===== config.mk =====
export PLATFORM = sky130hd
export DESIGN_NAME = sum_seq_ctrl_flat
export DESIGN_NICKNAME = d
export VERILOG_FILES = /design/src/rtl/sum_seq_ctrl_if.sv /design/src/rtl/sum_seq_ctrl.sv /design/src/flat_wrapper.sv
export SDC_FILE = /design/constraint.sdc
export NUM_CORES = 1
export LEC_CHECK = 0
export BUFFER_PORTS_ARGS = -buffer_cell sky130_fd_sc_hd__buf_2
export CAP_MARGIN = 20
export CORE_MARGIN = 1.5
export CORE_UTILIZATION = 28
export DETAILED_ROUTE_END_ITERATION = 16
export SLEW_MARGIN = 20
export SYNTH_ARGS = -nofsm -noshare
export SYNTH_HDL_FRONTEND = slang
export SYNTH_SLANG_ARGS = --single-unit

===== constraint.sdc =====
create_clock -name clk -period 8.49 [get_ports clk]
set_clock_uncertainty 0.05 [all_clocks]
set_input_delay 0.849 -clock clk [delete_from_list [all_inputs] [get_ports clk]]
set_output_delay 0.849 -clock clk [all_outputs]
set_load 0.01 [all_outputs]

===== src/rtl/sum_seq_ctrl_if.sv =====
// Operand/result bundle for the nibble-serial add/subtract controller.
//   master : operand source (drives start/sub/a/b, observes status and result)
//   slave  : sum_seq_ctrl (observes request, drives busy/done/result/co/ov)
interface sum_seq_ctrl_if #(
    parameter int unsigned NIBBLES = 4
);
    localparam int unsigned W = 4 * NIBBLES;

    logic         start;
    logic         sub;
    logic [W-1:0] a;
    logic [W-1:0] b;
    logic         busy;
    logic         done;
    logic [W-1:0] result;
    logic         co;
    logic         ov;

    modport master (
        output start, sub, a, b,
        input  busy, done, result, co, ov
    );

    modport slave (
        input  start, sub, a, b,
        output busy, done, result, co, ov
    );
endinterface


===== src/rtl/sum_seq_ctrl.sv =====
// Wide add/subtract sequenced through one 4-bit ripple-carry nibble adder,
// least-significant nibble first, one nibble per clock.
// Ports:
//   clk  - system clock, rising edge
//   rst  - asynchronous active-high reset
//   bus  - sum_seq_ctrl_if.slave: start/sub/a/b in; busy/done/result/co/ov out
module sum_seq_ctrl #(
    parameter int unsigned NIBBLES = 4
) (
    input  logic           clk,
    input  logic           rst,
    sum_seq_ctrl_if.slave  bus
);
    localparam int unsigned W    = 4 * NIBBLES;
    localparam int unsigned IDXW = (NIBBLES > 1) ? $clog2(NIBBLES) : 1;
    localparam int unsigned LAST = NIBBLES - 1;

    typedef enum logic [1:0] {
        IDLE = 2'd0,
        RUN  = 2'd1,
        DONE = 2'd2
    } state_t;

    state_t          state;
    logic [W-1:0]    a_lat;
    logic [W-1:0]    b_lat;
    logic            carry;
    logic [IDXW-1:0] idx;

    logic [3:0]      nib_a_c;
    logic [3:0]      nib_b_c;
    logic [3:0]      nib_sum_c;
    logic [4:0]      nib_carry_c;
    logic            last_c;

    // Current nibble pair; subtract already folded into b_lat and carry.
    assign nib_a_c = 4'(a_lat >> {idx, 2'b00});
    assign nib_b_c = 4'(b_lat >> {idx, 2'b00});
    assign last_c  = (idx == IDXW'(LAST));

    // Four chained single-bit full adders (ripple carry).
    always_comb begin
        nib_carry_c    = '0;
        nib_sum_c      = '0;
        nib_carry_c[0] = carry;
        for (int k = 0; k < 4; k++) begin
            nib_sum_c[k]     = nib_a_c[k] ^ nib_b_c[k] ^ nib_carry_c[k];
            nib_carry_c[k+1] = (nib_a_c[k] & nib_b_c[k]) |
                               (nib_carry_c[k] & (nib_a_c[k] ^ nib_b_c[k]));
        end
    end

    // Controller: state, operand latches, nibble index and all outputs.
    always_ff @(posedge clk or posedge rst) begin
        if (rst) begin
            state      <= IDLE;
            a_lat      <= '0;
            b_lat      <= '0;
            carry      <= 1'b0;
            idx        <= '0;
            bus.busy   <= 1'b0;
            bus.done   <= 1'b0;
            bus.result <= '0;
            bus.co     <= 1'b0;
            bus.ov     <= 1'b0;
        end else begin
            bus.done <= 1'b0;
            case (state)
                // DONE accepts start just like IDLE for back-to-back ops.
                IDLE, DONE: begin
                    if (bus.start) begin
                        a_lat      <= bus.a;
                        b_lat      <= bus.sub ? ~bus.b : bus.b;
                        carry      <= bus.sub;
                        idx        <= '0;
                        bus.result <= '0;
                        bus.busy   <= 1'b1;
                        state      <= RUN;
                    end else begin
                        state <= IDLE;
                    end
                end
                RUN: begin
                    bus.result[{idx, 2'b00} +: 4] <= nib_sum_c;
                    carry <= nib_carry_c[4];
                    idx   <= idx + IDXW'(1);
                    if (last_c) begin
                        // Signed overflow: carry into sign bit vs carry out of it.
                        bus.co   <= nib_carry_c[4];
                        bus.ov   <= nib_carry_c[3] ^ nib_carry_c[4];
                        bus.busy <= 1'b0;
                        bus.done <= 1'b1;
                        state    <= DONE;
                    end
                end
                default: begin
                    bus.busy <= 1'b0;
                    state    <= IDLE;
                end
            endcase
        end
    end
endmodule


===== src/flat_wrapper.sv =====
// flat-port wrapper written by rule: the top's interface ports become plain ports
module sum_seq_ctrl_flat 
#(
    parameter int unsigned NIBBLES = 4
)
  (clk, rst, bus_start, bus_sub, bus_a, bus_b, bus_busy, bus_done, bus_result, bus_co, bus_ov);
  sum_seq_ctrl_if #(.NIBBLES(NIBBLES)) bus_i ();
  input  logic clk;
  input  logic rst;
  input wire logic [$bits(bus_i.start)-1:0] bus_start;
  input wire logic [$bits(bus_i.sub)-1:0] bus_sub;
  input wire logic [$bits(bus_i.a)-1:0] bus_a;
  input wire logic [$bits(bus_i.b)-1:0] bus_b;
  output wire logic [$bits(bus_i.busy)-1:0] bus_busy;
  output wire logic [$bits(bus_i.done)-1:0] bus_done;
  output wire logic [$bits(bus_i.result)-1:0] bus_result;
  output wire logic [$bits(bus_i.co)-1:0] bus_co;
  output wire logic [$bits(bus_i.ov)-1:0] bus_ov;
  assign bus_i.start = bus_start;
  assign bus_i.sub = bus_sub;
  assign bus_i.a = bus_a;
  assign bus_i.b = bus_b;
  assign bus_busy = bus_i.busy;
  assign bus_done = bus_i.done;
  assign bus_result = bus_i.result;
  assign bus_co = bus_i.co;
  assign bus_ov = bus_i.ov;
  sum_seq_ctrl #(.NIBBLES(NIBBLES)) u_core (.clk(clk), .rst(rst), .bus(bus_i));
endmodule

==> flow_summary_export.csv <==
group,metric,value,unit
final_layout,num-nets-final,354,
placed_design,place_congestion,0.7969,
final_layout,seqCellArea,0.001426,sq mm
final_layout,nFillCells,1033,
job,drv_cap,0,
clocking,htree_levels,3,
route,wl_per_cell,13.13,microns
floorplan,start_util,28.65,%
sta,final_max_slew_viol_count,0,
power_and_ir_drop,p_per_area,402.3,mW/mm^2
route,drt-total-wl,5.882,mm
clocking,clk_path_buf_depth,2,
global_routing,grt_pass1_vias,1992,
route,vias,1951,
placed_design,dp_slack,5.081,ns
global_routing,grt_use_total,12.52,%
global_routing,met2_usage,19.51,%
clocking,clk_latency,0.34,ns
yosys,synthCells,258,
final_layout,stdcell_count,448,
yosys,ys_ff_latch,57,
final_layout,multi_input_area,0.001205,sq mm
global_routing,gr-total-overflow,0,
worst_setup_path,end_kind,"flip-flop",
route,dr.pass1.iters,4,
yosys,synth_area_leaders,"dfrtp_1, nand2_1, mux4_2, xnor2_1, fa_1",
power_and_ir_drop,finalPower,1.358,mW
placed_design,detailed_place_hpwl,4.282,mm
clocking,cts_setup_buffers,0,
sta,period_minus_slack,3.371,ns
route,drtIter0Drc,67,
final_layout,final_common_cell,"nand2_1",
floorplan,die_x,102.8,microns
route,postRouteAntennaNets,0,
sta,rsz0062_at_grt,"no",
floorplan,dieArea,0.01056,sq mm
placed_design,place_inst,432,
yosys,syn_nets,302,
final_layout,final_cell_mix,"nand2_1, dfrtp_1, buf_2",
global_routing,antenna_found_initial,0,
clocking,clock_sinks,57,
yosys,syn-cell-area,0.002788,sq mm
worst_setup_path,critical_path.max_fanout,17,
sta,final.setup.tns,0,ns
clocking,numCtsBuffers,9,
sta,tightest_slew,0.9426,ns
floorplan,row_count,36,
floorplan,ioPinCount,56,
global_routing,met1_usage,16.29,%
worst_setup_path,critPathRequiredTime,8.69,ns
sta,maxSlewHeadroom,37.16,%
yosys,ys_seq_area_share,51.17,%
clocking,clk_pin_slew,0.07,ns
clocking,cts_root_buffer,"clkbuf_8",
route,vias_per_cell,4.355,
sta,finalCritPeriodShare,39.71,%
power_and_ir_drop,p_leak,1.667,nW
global_routing,grt_busiest_layer,"met2",
final_layout,antennaDiodeCount,0,
route,drc,0,
global_routing,grt_use_met3,3.797,%
sta,setup_viol,0,
final_layout,drive_gt1_share,29.21,%
yosys,yosys_warnings,0,
clocking,hold_buffers,0,
clocking,cts_tree,"built",
yosys,synth_cell_types,36,
global_routing,grt_max_degree,58,
placed_design,port_buffers,55,
power_and_ir_drop,vdd_drop_max,0.0001440,V
floorplan,coreArea,0.009729,sq mm
yosys,synth_top_cell_area_share,51.17,%
min_path,hp-class,"flip-flop to flip-flop",
run_status,status,"completed",
yosys,syn-mean-instance-area,10.80,sq um
worst_setup_path,critPathKind,"flip-flop to flip-flop",
sta,finalHoldViolations,0,
floorplan,die_height,102.8,microns
sta,fin_ws,5.119,ns
worst_setup_path,worstPathArrival,3.57,ns
worst_setup_path,crit_path_start_kind,"flip-flop",
sta,max_freq,296.6,MHz
yosys,synth_top_area_cell,"dfrtp_1",
final_layout,syn2layout_area_growth,21.10,%
clocking,cts_resized,0,
global_routing,grt_pass1_wl,9.777,mm
[stage by stage]
| step | hold slack (ns) | utilization, % | area [sq um] |
|---|---|---|---|
| 6_report | 0.4241 | 34.70 | 3376 |
| 5_1_grt | 0.4532 | 34.70 | 3376 |
| 4_1_cts | 0.4280 | 34.70 | 3376 |
| 3_5_place_dp | 0.4115 | 32.24 | 3137 |
| 3_3_place_gp | 0.4104 | 32.24 | 3137 |
| 2_1_floorplan | 0.3903 | - | 2788 |
[registers in the layout, indices dropped and copies added (netlist names)]
name	flops
u_core.a_lat	16
u_core.b_lat	16
u_core.bus.busy	1
u_core.bus.co	1
u_core.bus.done	1
u_core.bus.ov	1
u_core.bus.result	16
u_core.carry	1
u_core.idx	2
u_core.state	2
[kinds of logic after synthesis]
logic type / count (synthesis) / synth area share [%]
and+or+nand+nor: 96 / 16.20
muxes: 10 / 7.226
AOI/OAI and AO/OA: 41 / 9.695
xor gates and xnor gates: 17 / 5.341
buffers and inverters: 29 / 5.700
DFF: 57 / 51.17
adders and majority gates: 8 / 4.668
[metal layers]
layer	routed length, microns	vias up
met5	0	-
met4	88	0
met3	260	8
met2	2686	49
met1	2847	932
li1	-	962
[worst paths after layout]
kind / slack [ns] / from / to / cells after the start
max reg2reg: 5.12 / u_core.idx[0]$_DFFE_PP0P_ / u_core.bus.result[3]$_DFFE_PP0P_ / 11
max in group asynchronous: 7.26 / rst / u_core.bus.ov$_DFFE_PP0P_ / 3
max: 5.12 / u_core.idx[0]$_DFFE_PP0P_ / u_core.bus.result[3]$_DFFE_PP0P_ / 11
min in group asynchronous: 0.65 / rst / u_core.bus.result[10]$_DFFE_PP0P_ / 3
min: 0.42 / u_core.a_lat[12]$_DFFE_PP0P_ / u_core.a_lat[12]$_DFFE_PP0P_ / 2
min reg2reg: 0.42 / u_core.a_lat[12]$_DFFE_PP0P_ / u_core.a_lat[12]$_DFFE_PP0P_ / 2
[critical path: stages (launching register included)]
cell	delay [ns]
dfrtp_1	0.83
mux4_2	0.59
inv_1	0.09
fa_1	0.17
inv_1	0.05
fa_1	0.35
inv_1	0.09
fa_1	0.20
inv_1	0.06
fa_1	0.57
nand2_1	0.06
o21ai_0	0.17
[layout make-up]
cell class | count | area share, %
repair buffers | 57 | 8.599
clock inverters | 4 | 2.187
flip-flops and latches | 57 | 42.25
clock buffers | 12 | 4.892
well taps | 133 | 4.930
multi-input cells | 172 | 35.69
inverters | 13 | 1.446
[synth_stat cells]
cell       instances
and2b_2            1
o21ai_0            8
mux2_2             1
nand3_1            6
inv_1             13
and4_1             1
a21oi_2            2
buf_6              4
and3b_1            1
buf_4              2
fa_1               4
and4bb_4           1
nand2_1           72
o41ai_1            2
and3_4             1
mux4_2             8
nor2_1             4
o2bb2ai_1          6
nand3b_4           1
nand3b_1           1
dfrtp_1           57
nand4_1            1
mux2i_1            1
nor2b_1            2
ha_1               4
xnor2_1           16
buf_2             10
o31ai_1            1
o21ai_1           14
a21oi_1            1
nand2b_1           2
nand3b_2           1
xor2_1             1
a22o_1             6
nor3b_2            1
a211oi_1           1
[report_power, final]
part | total, mW | internal (mW) | leakage [nW] | switching (mW)
clock network | 0.297 | 0.189 | 0.123 | 0.108
registers | 0.485 | 0.386 | 0.729 | 0.0995
logic | 0.576 | 0.260 | 0.816 | 0.316
(Power assumes the default switching activity.)
